## src/rtl/addsub_pkg.sv

```systemverilog
// Shared types and constants for the chunk-serial adder/subtractor.
package addsub_pkg;

    typedef enum logic [1:0] {
        IDLE = 2'd0,
        CALC = 2'd1,
        DONE = 2'd2
    } state_e;

    // Saturation limits, returned in 64 bits and truncated to WIDTH by the caller.
    function automatic logic [63:0] sat_pos_const(input int w);
        return (64'd1 << (w - 1)) - 64'd1;
    endfunction

    function automatic logic [63:0] sat_neg_const(input int w);
        return 64'd1 << (w - 1);
    endfunction

endpackage

```

## src/rtl/addsub_seq_chunk.sv

```systemverilog
// CHUNK-bit ripple-carry adder slice, reused once per cycle by addsub_seq.
module addsub_chunk #(
    parameter int CHUNK = 4
) (
    input  logic [CHUNK-1:0] a,
    input  logic [CHUNK-1:0] b,
    input  logic             cin,
    output logic [CHUNK-1:0] sum,
    output logic             cout
);

    logic [CHUNK-1:0] s;
    logic             c;

    always_comb begin
        s = '0;
        c = cin;
        for (int i = 0; i < CHUNK; i++) begin
            s[i] = a[i] ^ b[i] ^ c;
            c    = (a[i] & b[i]) | (c & (a[i] ^ b[i]));
        end
    end

    assign sum  = s;
    assign cout = c;

endmodule

```

## src/rtl/addsub_seq.sv

```systemverilog
// Sequential two's-complement adder/subtractor: one CHUNK-bit slice per clock,
// optional saturation, valid/ready handshake on both sides.
module addsub_seq
    import addsub_pkg::*;
#(
    parameter int WIDTH = 16,
    parameter int CHUNK = 4
) (
    input  logic             clk,
    input  logic             rst,
    input  logic             in_valid,
    output logic             in_ready,
    input  logic [WIDTH-1:0] A,
    input  logic [WIDTH-1:0] B,
    input  logic             sub,
    input  logic             sat,
    output logic             out_valid,
    input  logic             out_ready,
    output logic [WIDTH-1:0] Sum,
    output logic             Ovfl,
    output logic             Cout,
    output logic             Zero
);

    localparam int N     = WIDTH / CHUNK;
    localparam int IDX_W = (N > 1) ? $clog2(N) : 1;
    localparam logic [WIDTH-1:0] SAT_POS = WIDTH'(sat_pos_const(WIDTH));
    localparam logic [WIDTH-1:0] SAT_NEG = WIDTH'(sat_neg_const(WIDTH));

    if (CHUNK < 1 || WIDTH < 2 || (WIDTH % CHUNK) != 0) begin : g_bad_params
        $error("addsub_seq: WIDTH must be >= 2 and an integer multiple of CHUNK >= 1");
    end

    state_e           state_q, state_d;
    logic [WIDTH-1:0] a_q, a_d, b_q, b_d, res_q, res_d, sum_q, sum_d;
    logic             sat_q, sat_d, carry_q, carry_d;
    logic             ovfl_q, ovfl_d, cout_q, cout_d, zero_q, zero_d;
    logic             in_ready_q, in_ready_d, out_valid_q, out_valid_d;
    logic [IDX_W-1:0] idx_q, idx_d;

    logic [CHUNK-1:0] ch_a, ch_b, ch_sum;
    logic             ch_cout;
    logic [WIDTH-1:0] raw, final_sum;
    logic             raw_ovfl;

    always_comb begin
        ch_a = a_q[int'(idx_q) * CHUNK +: CHUNK];
        ch_b = b_q[int'(idx_q) * CHUNK +: CHUNK];
    end

    addsub_chunk #(.CHUNK(CHUNK)) u_chunk (
        .a    (ch_a),
        .b    (ch_b),
        .cin  (carry_q),
        .sum  (ch_sum),
        .cout (ch_cout)
    );

    // Result register with the current slice merged in; complete on the last chunk.
    always_comb begin
        raw = res_q;
        raw[int'(idx_q) * CHUNK +: CHUNK] = ch_sum;
    end

    assign raw_ovfl  = (a_q[WIDTH-1] == b_q[WIDTH-1]) && (raw[WIDTH-1] != a_q[WIDTH-1]);
    assign final_sum = (sat_q && raw_ovfl) ? (a_q[WIDTH-1] ? SAT_NEG : SAT_POS) : raw;

    always_comb begin
        state_d = state_q;
        a_d     = a_q;
        b_d     = b_q;
        sat_d   = sat_q;
        carry_d = carry_q;
        idx_d   = idx_q;
        res_d   = res_q;
        sum_d   = sum_q;
        ovfl_d  = ovfl_q;
        cout_d  = cout_q;
        zero_d  = zero_q;
        case (state_q)
            IDLE: begin
                if (in_valid) begin
                    a_d     = A;
                    b_d     = sub ? ~B : B;
                    sat_d   = sat;
                    carry_d = sub;
                    idx_d   = '0;
                    state_d = CALC;
                end
            end
            CALC: begin
                res_d   = raw;
                carry_d = ch_cout;
                idx_d   = idx_q + 1'b1;
                if (idx_q == IDX_W'(N - 1)) begin
                    idx_d   = '0;
                    sum_d   = final_sum;
                    ovfl_d  = raw_ovfl;
                    cout_d  = ch_cout;
                    zero_d  = (final_sum == '0);
                    state_d = DONE;
                end
            end
            DONE: begin
                if (out_ready) begin
                    sum_d   = '0;
                    ovfl_d  = 1'b0;
                    cout_d  = 1'b0;
                    zero_d  = 1'b0;
                    carry_d = 1'b0;
                    state_d = IDLE;
                end
            end
            default: state_d = IDLE;
        endcase
        in_ready_d  = (state_d == IDLE);
        out_valid_d = (state_d == DONE);
    end

    always_ff @(posedge clk) begin
        if (rst) begin
            state_q     <= IDLE;
            in_ready_q  <= 1'b1;
            out_valid_q <= 1'b0;
            idx_q       <= '0;
            carry_q     <= 1'b0;
            sum_q       <= '0;
            ovfl_q      <= 1'b0;
            cout_q      <= 1'b0;
            zero_q      <= 1'b0;
        end else begin
            state_q     <= state_d;
            in_ready_q  <= in_ready_d;
            out_valid_q <= out_valid_d;
            idx_q       <= idx_d;
            carry_q     <= carry_d;
            sum_q       <= sum_d;
            ovfl_q      <= ovfl_d;
            cout_q      <= cout_d;
            zero_q      <= zero_d;
        end
    end

    // Operand and partial-result storage is only meaningful inside an operation.
    always_ff @(posedge clk) begin
        a_q   <= a_d;
        b_q   <= b_d;
        sat_q <= sat_d;
        res_q <= res_d;
    end

    assign in_ready  = in_ready_q;
    assign out_valid = out_valid_q;
    assign Sum       = sum_q;
    assign Ovfl      = ovfl_q;
    assign Cout      = cout_q;
    assign Zero      = zero_q;

endmodule
```

## config.mk

```make
export PLATFORM = sky130hd
export DESIGN_NAME = addsub_seq
export DESIGN_NICKNAME = d
export VERILOG_FILES = /design/src/rtl/addsub_pkg.sv /design/src/rtl/addsub_seq_chunk.sv /design/src/rtl/addsub_seq.sv
export SDC_FILE = /design/constraint.sdc
export NUM_CORES = 1
export LEC_CHECK = 0
export CORE_MARGIN = 8
export CORE_UTILIZATION = 54
export CTS_CLUSTER_SIZE = 25
export DETAILED_ROUTE_END_ITERATION = 6
export GPL_ROUTABILITY_DRIVEN = 0
export GPL_TIMING_DRIVEN = 0
export PLACE_DENSITY = 0.8
export SYNTH_ARGS = -nofsm -noshare
export SYNTH_HDL_FRONTEND = slang
export SYNTH_SLANG_ARGS = --single-unit
```

## constraint.sdc

```tcl
create_clock -name clk -period 4.95 [get_ports clk]
set_clock_uncertainty 0.15 [all_clocks]
set_input_delay 0.7425 -clock clk [delete_from_list [all_inputs] [get_ports clk]]
set_output_delay 0.7425 -clock clk [all_outputs]
set_load 0.1 [all_outputs]
```

==> qor.yml <==
timing:
  setup_viol: 0
  rsz0062_at_grt: "no"
  hold_viol_final: 0
  fin_tns_setup_ns: 0
  slew_viol_final: 0
  timing.final.ws_setup_ns: 0.787
  fin_crit_sh_pct: 84.1
  period_needed_ns: 4.16
  slew_headroom_pct: 15.0
  max_clock_freq_mhz: 240
  tightest_slew_ns: 1.27
die:
  die_h_um: 99.2
  pin_count: 59
  design.die.area_um2: 9840
  fp-row-count: 30
  core_um2: 6760
  start_util_pct: 55.3
  die_width_um: 99.2
global_route:
  grt_max_degree: 35
  grt_use_met1_pct: 19.7
  grtUsageMet3_pct: 3.77
  gr-usage-met2_pct: 28.2
  grt_pass1_wl_mm: 13.2
  track_usage_pct: 16.7
  busiest_layer: "met2"
  gr-total-overflow: 0
  antenna_found_initial: 0
  grt_pass1_vias: 2793
setup_path:
  worstPathArrival_ns: 4.23
  worstPathCellList: "buf_4 > buf_2 > mux4_2 > inv_1 > fa_1 > inv_1 > fa_1 > inv_1 > fa_1 > fa_1 > nor4b_4 > a211oi_4 > buf_6 > o21ai_0 > a32oi_1 > nor2_1"
  r2r_end: "Sum[9]"
  path_max_fanout: 10
  cp_slowest_cell: "fa_1"
  slowest_delay_ns: 0.57
  cp_num_buf_inv: 6
  crit_top_cell: "fa_1"
  crit_required_ns: 5.02
  worstSetupPathType: "reg -> reg"
  worst_r2r_path_depth: 16
  crit_path_start_kind: "flip-flop"
  critical-path-top-delay-family: "adder cells"
  endpoint_kind: "flip-flop"
  r2r_start: "idx_q[0]"
  r2r_slack_ns: 0.79
yosys:
  synth_top_area_cell: "edfxtp_1"
  syn_avg_cell_area_um2: 11.6
  yosysWarnings: 0
  yosysTopAreaCellShare_pct: 39.4
  yosys-top-cells-area: "edfxtp_1 39%, dfxtp_1 14%, mux4_2 4.8%"
  synth_nets: 373
  synth_top_flop_cell: "edfxtp_1"
  postSynth.asyncResetShare_pct: 0
  synth_cells: 321
  synth_edf_count: 49
  netlist_top_cells_count: "49 x edfxtp_1, 34 x inv_1, 30 x o21ai_0"
  yosys.cell_types.count: 46
  synth.most_common_cell: "edfxtp_1"
  yosysSeqAreaShare_pct: 53.3
  synth_seq_cells: 75
  syn_area_um2: 3740
place:
  port_buffers: 56
  dp_hpwl_mm: 5.95
  preCtsSetupSlack_ns: 0.790
detailed_routing:
  antenna_left: 0
  drt_iter0_drc: 166
  viasPerCell: 5.78
  drt-total-wl_mm: 8.02
  drcViolationCount: 0
  route.vias.total: 2732
  firstDrtPassIters: 5
  detail_route.wl_per_cell_um: 17.0
finish:
  drive_above_1_share_pct: 12.2
  final_nets: 440
  syn2layout_area_growth_pct: 22.5
  n_antenna_cell: 0
job:
  maxCapViolations: 0
worst_hold_path:
  min_path_cells: 2
  hold_class: "reg -> reg"
  min_to: "Sum[15]"
  hold_start: "Sum[15]"
clocking:
  cts_resized: 0
  cts_tree: "done"
  numCtsBuffers: 9
  htree_levels: 3
  hold_buffers: 0
  clk_pin_slew_worst_paths_ns: 0.08
  cts_setup_buffers: 0
  cts_sinks: 75
  clockBufferDepth: 2
  cts_root_buf: "clkbuf_8"
  clkLatencyLatePin_ns: 0.35
power:
  ir_drop_v: 0.000174
  power_density_nw_per_um2: 309
  p_leak_nw: 1.69
status:
  outcome: "completed"
[report_power, final]
part           total, W  switching [W]  internal [W]  leakage (nW)
Clock          0.000435       0.000225      0.000209        0.0967
Combinational  0.000255       0.000153      0.000102         0.918
Sequential     0.000727      0.0000124      0.000714         0.678
[worst min-delay path: stages, from the launching register on]
cell	delay, ns
dfxtp_1	0.31
nand2_1	0.05
a21oi_1	0.05
[layout make-up]
type                            count  area, um2
Sequential cell                    75       1990
Buffer                             19        124
Tap cell                           80        100
Multi-Input combinational cell    192       1490
Clock buffer                       12        155
Timing Repair Buffer               56        561
Fill cell                         528       2180
Clock inverter                      4       25.0
Inverter                           35        131
[cells in the final DEF, fill, tap and decap left out, types with 10 or more instances in the layout]
cell and count:
o21ai_0 30, dfxtp_1 26, edfxtp_1 49, clkdlybuf4s50_1 56, clkbuf_8 11, a32oi_1 17, ha_1 10, nor2_1 26
nor2b_1 17, a31oi_1 15, inv_1 34, xor2_1 16
[sequential cells by signal, indices dropped and copies added, names as in the netlist]
signal	flops
in_ready	1
res_q	16
state_q	2
Zero	1
a_q	16
idx_q	2
Sum	16
carry_q	1
b_q	16
sat_q	1
out_valid	1
Cout	1
Ovfl	1
[kinds of logic after synthesis]
family / after synthesis / synth area share (%)
adder cells (fa/ha/maj): 14 / 5.49
flip-flops: 75 / 53.3
AO/OA/AOI/OAI: 86 / 15.5
AND/OR/NAND/NOR: 68 / 10.3
buffers and inverters: 54 / 6.83
multiplexers: 8 / 4.82
XOR/XNOR: 16 / 3.75
[through the flow]
stage / cell area [um2] / util, % / cells / hold slack [ns] / total power, W
floorplan: 3740 / - / 321 / 0.323 / 0.000905
global placement: 4400 / 65.1 / 457 / 0.295 / 0.000983
detailed placement: 4400 / 65.1 / 457 / 0.300 / 0.000993
CTS: 4580 / 67.8 / 473 / 0.311 / 0.00142
global route: 4580 / 67.8 / 473 / 0.338 / 0.00147
finish: 4580 / 67.8 / 473 / 0.309 / 0.00142
[how the worst max path moves through the flow]
stage | start | endpoint | slack, ns | depth (start not counted)
2_1_floorplan | idx_q[0] | Ovfl | 1.15 | 16
3_3_place_gp | idx_q[0] | Ovfl | 0.85 | 16
3_5_place_dp | idx_q[0] | Ovfl | 0.79 | 16
4_1_cts | idx_q[0] | Sum[6] | 0.79 | 16
5_1_grt | idx_q[0] | Ovfl | 0.56 | 16
6_report | idx_q[0] | Sum[9] | 0.79 | 16
[routing by layer]
metal,wire [um],share of wire (%),vias to the layer above
met3,470,5.9,18
met2,4050,50,96
met1,3350,42,1321
met5,0,0,-
li1,-,-,1297
met4,153,1.9,0
Power figures use the tool's default switching activity.
